### src/rtl/alu_arbiter_if.sv
// Request/response/ALU bundle between two requesters, the arbiter and the shared ALU.
// slave: the arbiter side; master: the requester/ALU environment side.
interface alu_arbiter_if #(
    parameter int WIDTH = 32
);
    logic             req0_valid;
    logic             req0_ready;
    logic [WIDTH-1:0] req0_a;
    logic [WIDTH-1:0] req0_b;
    logic [3:0]       req0_op;

    logic             req1_valid;
    logic             req1_ready;
    logic [WIDTH-1:0] req1_a;
    logic [WIDTH-1:0] req1_b;
    logic [3:0]       req1_op;

    logic             rsp0_valid;
    logic             rsp0_ready;
    logic [WIDTH-1:0] rsp0_result;
    logic             rsp0_zero;

    logic             rsp1_valid;
    logic             rsp1_ready;
    logic [WIDTH-1:0] rsp1_result;
    logic             rsp1_zero;

    logic [WIDTH-1:0] alu_a;
    logic [WIDTH-1:0] alu_b;
    logic [3:0]       alu_op;
    logic [WIDTH-1:0] alu_result;
    logic             alu_zero;

    modport slave (
        input  req0_valid, req0_a, req0_b, req0_op,
        output req0_ready,
        input  req1_valid, req1_a, req1_b, req1_op,
        output req1_ready,
        output rsp0_valid, rsp0_result, rsp0_zero,
        input  rsp0_ready,
        output rsp1_valid, rsp1_result, rsp1_zero,
        input  rsp1_ready,
        output alu_a, alu_b, alu_op,
        input  alu_result, alu_zero
    );

    modport master (
        output req0_valid, req0_a, req0_b, req0_op,
        input  req0_ready,
        output req1_valid, req1_a, req1_b, req1_op,
        input  req1_ready,
        input  rsp0_valid, rsp0_result, rsp0_zero,
        output rsp0_ready,
        input  rsp1_valid, rsp1_result, rsp1_zero,
        output rsp1_ready,
        input  alu_a, alu_b, alu_op,
        output alu_result, alu_zero
    );
endinterface

### src/rtl/alu_arbiter.sv
// Two-requester arbiter in front of a shared combinational ALU, one op in flight at a time.
// Define ALU_ARB_ROUND_ROBIN_EN for round-robin tie-break; otherwise requester 0 has fixed priority.
//
// state | meaning
// IDLE  | waiting for a request; grant is presented combinationally as reqN_ready
// ISSUE | latched operands drive the ALU; result captured at the next edge
// RESP  | response held on the granted requester until its rsp_ready
module alu_arbiter #(
    parameter int WIDTH = 32
) (
    input  logic         clk,
    input  logic         rst,
    alu_arbiter_if.slave bus
);

    typedef enum logic [1:0] {
        IDLE  = 2'd0,
        ISSUE = 2'd1,
        RESP  = 2'd2
    } state_t;

    state_t           state;
    state_t           next_state;

    logic [WIDTH-1:0] a_q;
    logic [WIDTH-1:0] b_q;
    logic [3:0]       op_q;
    logic             grant_q;
    logic [WIDTH-1:0] result_q;
    logic             zero_q;

    logic             tie_gnt;
    logic             gnt;
    logic             accept;
    logic             ready0;
    logic             ready1;
    logic             rsp_done;

`ifdef ALU_ARB_ROUND_ROBIN_EN
    logic last_grant;

    // Reset to 1 so requester 0 wins the first tie.
    always_ff @(posedge clk) begin
        if (rst) begin
            last_grant <= 1'b1;
        end else if (accept) begin
            last_grant <= gnt;
        end
    end

    assign tie_gnt = ~last_grant;
`else
    assign tie_gnt = 1'b0;
`endif

    always_comb begin
        next_state = state;
        gnt        = 1'b0;
        accept     = 1'b0;
        ready0     = 1'b0;
        ready1     = 1'b0;
        rsp_done   = 1'b0;
        case (state)
            IDLE: begin
                if (bus.req0_valid && bus.req1_valid) begin
                    gnt = tie_gnt;
                end else begin
                    gnt = bus.req1_valid;
                end
                ready0 = bus.req0_valid && !gnt;
                ready1 = bus.req1_valid && gnt;
                accept = ready0 || ready1;
                if (accept) begin
                    next_state = ISSUE;
                end
            end
            ISSUE: begin
                next_state = RESP;
            end
            RESP: begin
                rsp_done = grant_q ? bus.rsp1_ready : bus.rsp0_ready;
                if (rsp_done) begin
                    next_state = IDLE;
                end
            end
            default: begin
                next_state = IDLE;
            end
        endcase
    end

    always_ff @(posedge clk) begin
        if (rst) begin
            state    <= IDLE;
            a_q      <= '0;
            b_q      <= '0;
            op_q     <= '0;
            grant_q  <= 1'b0;
            result_q <= '0;
            zero_q   <= 1'b0;
        end else begin
            state <= next_state;
            if (accept) begin
                grant_q <= gnt;
                a_q     <= gnt ? bus.req1_a  : bus.req0_a;
                b_q     <= gnt ? bus.req1_b  : bus.req0_b;
                op_q    <= gnt ? bus.req1_op : bus.req0_op;
            end
            if (state == ISSUE) begin
                result_q <= bus.alu_result;
                zero_q   <= bus.alu_zero;
            end
        end
    end

    assign bus.req0_ready  = ready0;
    assign bus.req1_ready  = ready1;

    assign bus.alu_a       = a_q;
    assign bus.alu_b       = b_q;
    assign bus.alu_op      = op_q;

    assign bus.rsp0_valid  = (state == RESP) && !grant_q;
    assign bus.rsp1_valid  = (state == RESP) && grant_q;
    assign bus.rsp0_result = result_q;
    assign bus.rsp1_result = result_q;
    assign bus.rsp0_zero   = zero_q;
    assign bus.rsp1_zero   = zero_q;

endmodule
### src/flat_wrapper.sv
// flat-port wrapper written by rule: the top's interface ports become plain ports
module alu_arbiter_flat 
#(
    parameter int WIDTH = 32
)
  (clk, rst, bus_req0_valid, bus_req0_a, bus_req0_b, bus_req0_op, bus_req0_ready, bus_req1_valid, bus_req1_a, bus_req1_b, bus_req1_op, bus_req1_ready, bus_rsp0_valid, bus_rsp0_result, bus_rsp0_zero, bus_rsp0_ready, bus_rsp1_valid, bus_rsp1_result, bus_rsp1_zero, bus_rsp1_ready, bus_alu_a, bus_alu_b, bus_alu_op, bus_alu_result, bus_alu_zero);
  alu_arbiter_if #(.WIDTH(WIDTH)) bus_i ();
  input  logic clk;
  input  logic rst;
  input wire logic [$bits(bus_i.req0_valid)-1:0] bus_req0_valid;
  input wire logic [$bits(bus_i.req0_a)-1:0] bus_req0_a;
  input wire logic [$bits(bus_i.req0_b)-1:0] bus_req0_b;
  input wire logic [$bits(bus_i.req0_op)-1:0] bus_req0_op;
  output wire logic [$bits(bus_i.req0_ready)-1:0] bus_req0_ready;
  input wire logic [$bits(bus_i.req1_valid)-1:0] bus_req1_valid;
  input wire logic [$bits(bus_i.req1_a)-1:0] bus_req1_a;
  input wire logic [$bits(bus_i.req1_b)-1:0] bus_req1_b;
  input wire logic [$bits(bus_i.req1_op)-1:0] bus_req1_op;
  output wire logic [$bits(bus_i.req1_ready)-1:0] bus_req1_ready;
  output wire logic [$bits(bus_i.rsp0_valid)-1:0] bus_rsp0_valid;
  output wire logic [$bits(bus_i.rsp0_result)-1:0] bus_rsp0_result;
  output wire logic [$bits(bus_i.rsp0_zero)-1:0] bus_rsp0_zero;
  input wire logic [$bits(bus_i.rsp0_ready)-1:0] bus_rsp0_ready;
  output wire logic [$bits(bus_i.rsp1_valid)-1:0] bus_rsp1_valid;
  output wire logic [$bits(bus_i.rsp1_result)-1:0] bus_rsp1_result;
  output wire logic [$bits(bus_i.rsp1_zero)-1:0] bus_rsp1_zero;
  input wire logic [$bits(bus_i.rsp1_ready)-1:0] bus_rsp1_ready;
  output wire logic [$bits(bus_i.alu_a)-1:0] bus_alu_a;
  output wire logic [$bits(bus_i.alu_b)-1:0] bus_alu_b;
  output wire logic [$bits(bus_i.alu_op)-1:0] bus_alu_op;
  input wire logic [$bits(bus_i.alu_result)-1:0] bus_alu_result;
  input wire logic [$bits(bus_i.alu_zero)-1:0] bus_alu_zero;
  assign bus_i.req0_valid = bus_req0_valid;
  assign bus_i.req0_a = bus_req0_a;
  assign bus_i.req0_b = bus_req0_b;
  assign bus_i.req0_op = bus_req0_op;
  assign bus_req0_ready = bus_i.req0_ready;
  assign bus_i.req1_valid = bus_req1_valid;
  assign bus_i.req1_a = bus_req1_a;
  assign bus_i.req1_b = bus_req1_b;
  assign bus_i.req1_op = bus_req1_op;
  assign bus_req1_ready = bus_i.req1_ready;
  assign bus_rsp0_valid = bus_i.rsp0_valid;
  assign bus_rsp0_result = bus_i.rsp0_result;
  assign bus_rsp0_zero = bus_i.rsp0_zero;
  assign bus_i.rsp0_ready = bus_rsp0_ready;
  assign bus_rsp1_valid = bus_i.rsp1_valid;
  assign bus_rsp1_result = bus_i.rsp1_result;
  assign bus_rsp1_zero = bus_i.rsp1_zero;
  assign bus_i.rsp1_ready = bus_rsp1_ready;
  assign bus_alu_a = bus_i.alu_a;
  assign bus_alu_b = bus_i.alu_b;
  assign bus_alu_op = bus_i.alu_op;
  assign bus_i.alu_result = bus_alu_result;
  assign bus_i.alu_zero = bus_alu_zero;
  alu_arbiter #(.WIDTH(WIDTH)) u_core (.clk(clk), .rst(rst), .bus(bus_i));
endmodule
### config.mk
export PLATFORM = sky130hd
export DESIGN_NAME = alu_arbiter_flat
export DESIGN_NICKNAME = d
export VERILOG_FILES = /design/src/rtl/alu_arbiter_if.sv /design/src/rtl/alu_arbiter.sv /design/src/flat_wrapper.sv
export SDC_FILE = /design/constraint.sdc
export NUM_CORES = 1
export LEC_CHECK = 0
export BUFFER_PORTS_ARGS = -buffer_cell sky130_fd_sc_hd__buf_2
export CAP_MARGIN = 20
export CORE_AREA = 2 2 122 124
export DETAILED_ROUTE_END_ITERATION = 12
export DIE_AREA = 0 0 124 126
export SETUP_SLACK_MARGIN = 0.5
export SYNTH_ARGS = -nofsm -noshare
export SYNTH_HDL_FRONTEND = slang
export SYNTH_SLANG_ARGS = --single-unit
### constraint.sdc
create_clock -name clk -period 1.5 [get_ports clk]
set_input_delay 0.225 -clock clk [delete_from_list [all_inputs] [get_ports clk]]
set_output_delay 0.225 -clock clk [all_outputs]
set_load 0.1 [all_outputs]
* After elaboration in Yosys (flattened, before gate mapping)
Index checks and enable logic that the tools add are counted.
Word-level totals: register bits 104, input bits 175, logic and storage cells 34
Cells by class: equality and inequality tests 4, multiplexer cells 13, reductions and logical operators 10
Operators with widths (count):
- two-way mux 32 bit | 2
- two-way mux 1 bit | 7
- case mux 2 bit (3 select lines) | 1
- logical AND 1 bit | 5
- two-way mux 2 bit | 2
- two-way mux 4 bit | 1
- != test 2 x 1 -> 1 bit, second input constant | 2
- equality test 2 x 1 -> 1 bit, second input constant | 1
- equality test 2 bit, second input constant | 1
- zero test 1 bit | 2
- zero test 2 bit | 1
- AND reduction 2 bit | 1
- logical OR 1 bit | 1

* Longest topological paths before layout
depth in word-level cells 8, gate-level depth with buffers 6

* Least setup slack after synthesis
No wires, ideal clock.
kind register to output, start point register u_core.state[1], end point output bus_rsp0_valid, arrival 2.654 ns, setup slack -1.379 ns, stages on the path, launching flop included 3, buffers on the path 1, cell sequence dfxtp_1 -> buf_6 -> nor3b_1
Between the ends: longest elaborated chain between the ends 2
RTL lines:
- start, declared | RTL line alu_arbiter.sv:22 | state_t state;
- start signal, assigned | RTL line alu_arbiter.sv:102 | state <= next_state;
- equality test 2 bit | RTL line alu_arbiter.sv:123 | assign bus.rsp0_valid = (state == RESP) && !grant_q;
- logical AND 1 bit | RTL line alu_arbiter.sv:123
- end, declared | RTL line flat_wrapper.sv:20 | output wire logic [$bits(bus_i.rsp0_valid)-1:0] bus_rsp0_valid;
No other way between the ends.

* Worst setup path after layout
start point register u_core.state[0], end point register u_core.result_q[14] (netlist: u_core.bus.rsp0_result[14])
Between the ends: longest elaborated chain between the ends 1
RTL lines:
- equality test 2 x 1 -> 1 bit | RTL line alu_arbiter.sv:109 | if (state == ISSUE) begin
- end signal, assigned | RTL line alu_arbiter.sv:110 | result_q <= bus.alu_result;
- end, declared | RTL line alu_arbiter.sv:29 | logic [WIDTH-1:0] result_q;
No other way between the ends. A chain may end at the register's enable or synchronous reset.

==> impl_metrics.ini <==
[final_layout]
drive_gt1_frac = 0.8573
syn_to_final_growth_pct = 141.6
stdcell_area_mm2 = 0.01120
instances_no_fill = 1075
nets = 1060

[worst_setup_path]
critPathTopFamily = buffers and inverters
worstReg2RegStart = u_core.state[0]
critical_path_buf_inv_count = 5
cpMostUsedCell = buf_6
endpoint_kind = flip-flop
cp-start-kind = flip-flop
cp_slowest_stage_delay_ns = 0.37
crit_chain = buf_6, buf_16, buf_6, buf_6, nand2b_4, clkbuf_16, nand2_2, a21oi_2
worstSetupPathType = flip-flop to flip-flop
ff2ff_setup_slack_ns = -0.04
crit_arrival_ns = 1.81
rr_endpoint = u_core.bus.rsp0_result[14]
path_max_fanout = 8
critPathSlowestCell = dfxtp_4
reg2regPathDepth = 8
worstPathRequired_ns = 1.77

[detailed_routing]
finalWirelength_um = 22790
num_vias = 5571
dr.pass1.iters = 4
vias_per_cell = 5.182
drt_iter0_markers = 221
wire_per_inst_um = 21.20
drc = 0
drtAntennaViolNets = 0

[place]
postPlaceCellArea_mm2 = 0.006699
gp_congestion = 0.8690
pre_cts_slack_ns = -0.3029
portBuffers = 312
dp_cells = 953
place_hpwl_um = 11170

[logic_synthesis]
ys_seq_elements = 104
synth.distinct_cells = 31
synthFlopType = dfxtp_1
synth_area_leaders = dfxtp_1, a21oi_1, a211oi_1, a221o_1, or3b_2
async_flop_share = 0
ys.warnings.count = 0
netlist_instances = 522
synth_nets = 697
synth_top_area_frac = 0.4492
synthesis.area_mm2 = 0.004634
seq_area_frac_synth = 0.4492
synth-edff-count = 0
avgSynthCellArea_um2 = 8.878
yosys.area.top_type = dfxtp_1

[floorplan]
dieArea_mm2 = 0.01562
core-area_mm2 = 0.01431
start_util = 0.3238
fp.dieW_um = 124
rows = 44
dieHeight_um = 126
io_pins = 313

[sta]
worst_pin_slew_ns = 0.6110
slew_viol_final = 0
finalClockSkew_ns = 0.005136
max-slew-margin-rel = 0.5927
fmax_mhz = 650.2
hold_violations = 0
setup_ws_ns = -0.03800
final_period_minus_worst_setup_slack_ns = 1.538
min_period_over_period = 1.025
setup_viol = 14
rsz0062_at_grt = yes

[worst_hold_path]
hold_depth = 2
whs_endpoint = u_core.bus.alu_a[26]
min-delay-start = bus_req1_a[26]
hold_path_class = input port to flip-flop

[grt]
top_usage_layer = met2
grt_use_met2 = 0.4732
grt_use_total = 0.2611
grtUsageMet3 = 0.05299
grt_first_pass_wirelength_um = 31370
grt_pass1_vias = 5754
use_met1 = 0.2977
antenna_found_initial = 1
grt_overflow = 0
grt_max_degree = 51

[power]
pwr_density_cell_mw_per_mm2 = 1106
p_leak_nw = 4.733
ir_drop_v = 0.0006353

[clocking]
clkSlewWorstSetupHoldPaths_ns = 0.07
cts_buffers = 9
cts_hold_buffers = 0
clock-sinks = 104
clock-root-buffer = clkbuf_16
clk_path_buf_depth = 2
worstSkewPairLatency_ns = 0.35
htreeDepth = 3
cts_tree = yes

[flow_run]
maxCapViolations = 0

[status]
status = finished with violations
violations = setup timing
[layer usage]
layer | vias to the layer above | routed length (um)
met2 | 269 | 12070
met4 | 0 | 709
li1 | 2577 | -
met5 | - | 0
met3 | 49 | 1614
met1 | 2676 | 8396
[worst register-to-register path, cell delays in order, from the launching register on]
cell and delay, ns:
dfxtp_4 0.37, buf_6 0.13, buf_16 0.12, buf_6 0.11, buf_6 0.11, nand2b_4 0.17, clkbuf_16 0.23, nand2_2 0.08
a21oi_2 0.14
[power by group]
group | switching [W] | internal, W | leakage (nW)
combinational | 0.00373 | 0.00266 | 3.66
clock | 0.00106 | 0.00149 | 0.158
sequential | 0.000379 | 0.00307 | 0.910
[layout by cell type, fill, tap and decap left out, drive strengths merged, types with 2 or more instances in the layout]
master	count
a211oi	39
a21oi	75
a221o	29
and2	29
buf	432
clkbuf	19
dfxtp	104
nand2	67
nand2b	2
nor2	2
nor3	3
nor4b	2
o21ai	38
or3b	38
[sequential cells by signal, summed over array words and instances, names as in the netlist]
signal / cells
u_core.bus.alu_a: 32
u_core.bus.alu_b: 32
u_core.bus.rsp0_result: 32
u_core.bus.alu_op: 4
u_core.state: 2
u_core.bus.rsp0_zero: 1
u_core.grant_q: 1
[Yosys cell counts, drive strengths merged, types with 2 or more instances]
cell,instances
clkbuf,26
a21oi,75
nor2,2
a211oi,39
or3b,38
nor3,3
dfxtp,104
nand2,67
buf,60
a221o,29
and2,29
nand2b,2
o21ai,38
[through the flow]
step	hold slack [ns]	util	TNS [ns]	total power, W
finish	0.09758	0.7822	-0.2341	0.01239
global route	0.08845	0.7822	-2.168	0.01274
CTS	0.08098	0.7337	-0.08056	0.01197
detailed placement	0.4520	0.4680	-8.239	0.007287
global placement	0.4475	0.4680	-7.489	0.007244
floorplan	0.3506	-	-0.04322	0.006749
[logic make-up after synthesis]
kind of cell           after synthesis  share of synthesized area
flip-flops                         104                     0.4492
buffers and inverters               87                     0.1085
AND/OR/NAND/NOR                    148                     0.1901
AO/OA/AOI/OAI                      182                     0.2500
multiplexers                         1                   0.002160
[final cells by class]
class	instances	area, um^2
Antenna cell	1	2.502
Inverter	1	3.754
Fill cell	811	3118
Tap cell	184	230.2
Clock inverter	2	35.03
Clock buffer	14	285.3
Timing Repair Buffer	437	5300
Multi-Input combinational cell	332	2998
Sequential cell	104	2341
[how the worst max path moves through the flow]
stage	startpoint	endpoint	cells after the start
final	u_core.state[0]	u_core.bus.rsp0_result[14]	8
after global routing	u_core.state[0]	u_core.bus.rsp0_result[14]	8
after CTS	u_core.state[0]	bus_rsp1_valid	3
after detailed placement	bus_req0_valid	u_core.bus.alu_a[25]	4
after global placement	bus_req0_valid	u_core.bus.alu_a[10]	4
after floorplan	u_core.state[1]	bus_rsp0_valid	2
[repair_timing]
item / CTS / global route
buffers inserted: 62 / 19
setup endpoints to repair: 242 / 242
pin swaps: 22 / 54
gates cloned: 19 / 5
endpoints found under the hold margin: 0 / 0
gates resized for setup: 649 / 121
No activity file was read; power rests on OpenSTA's default activity.
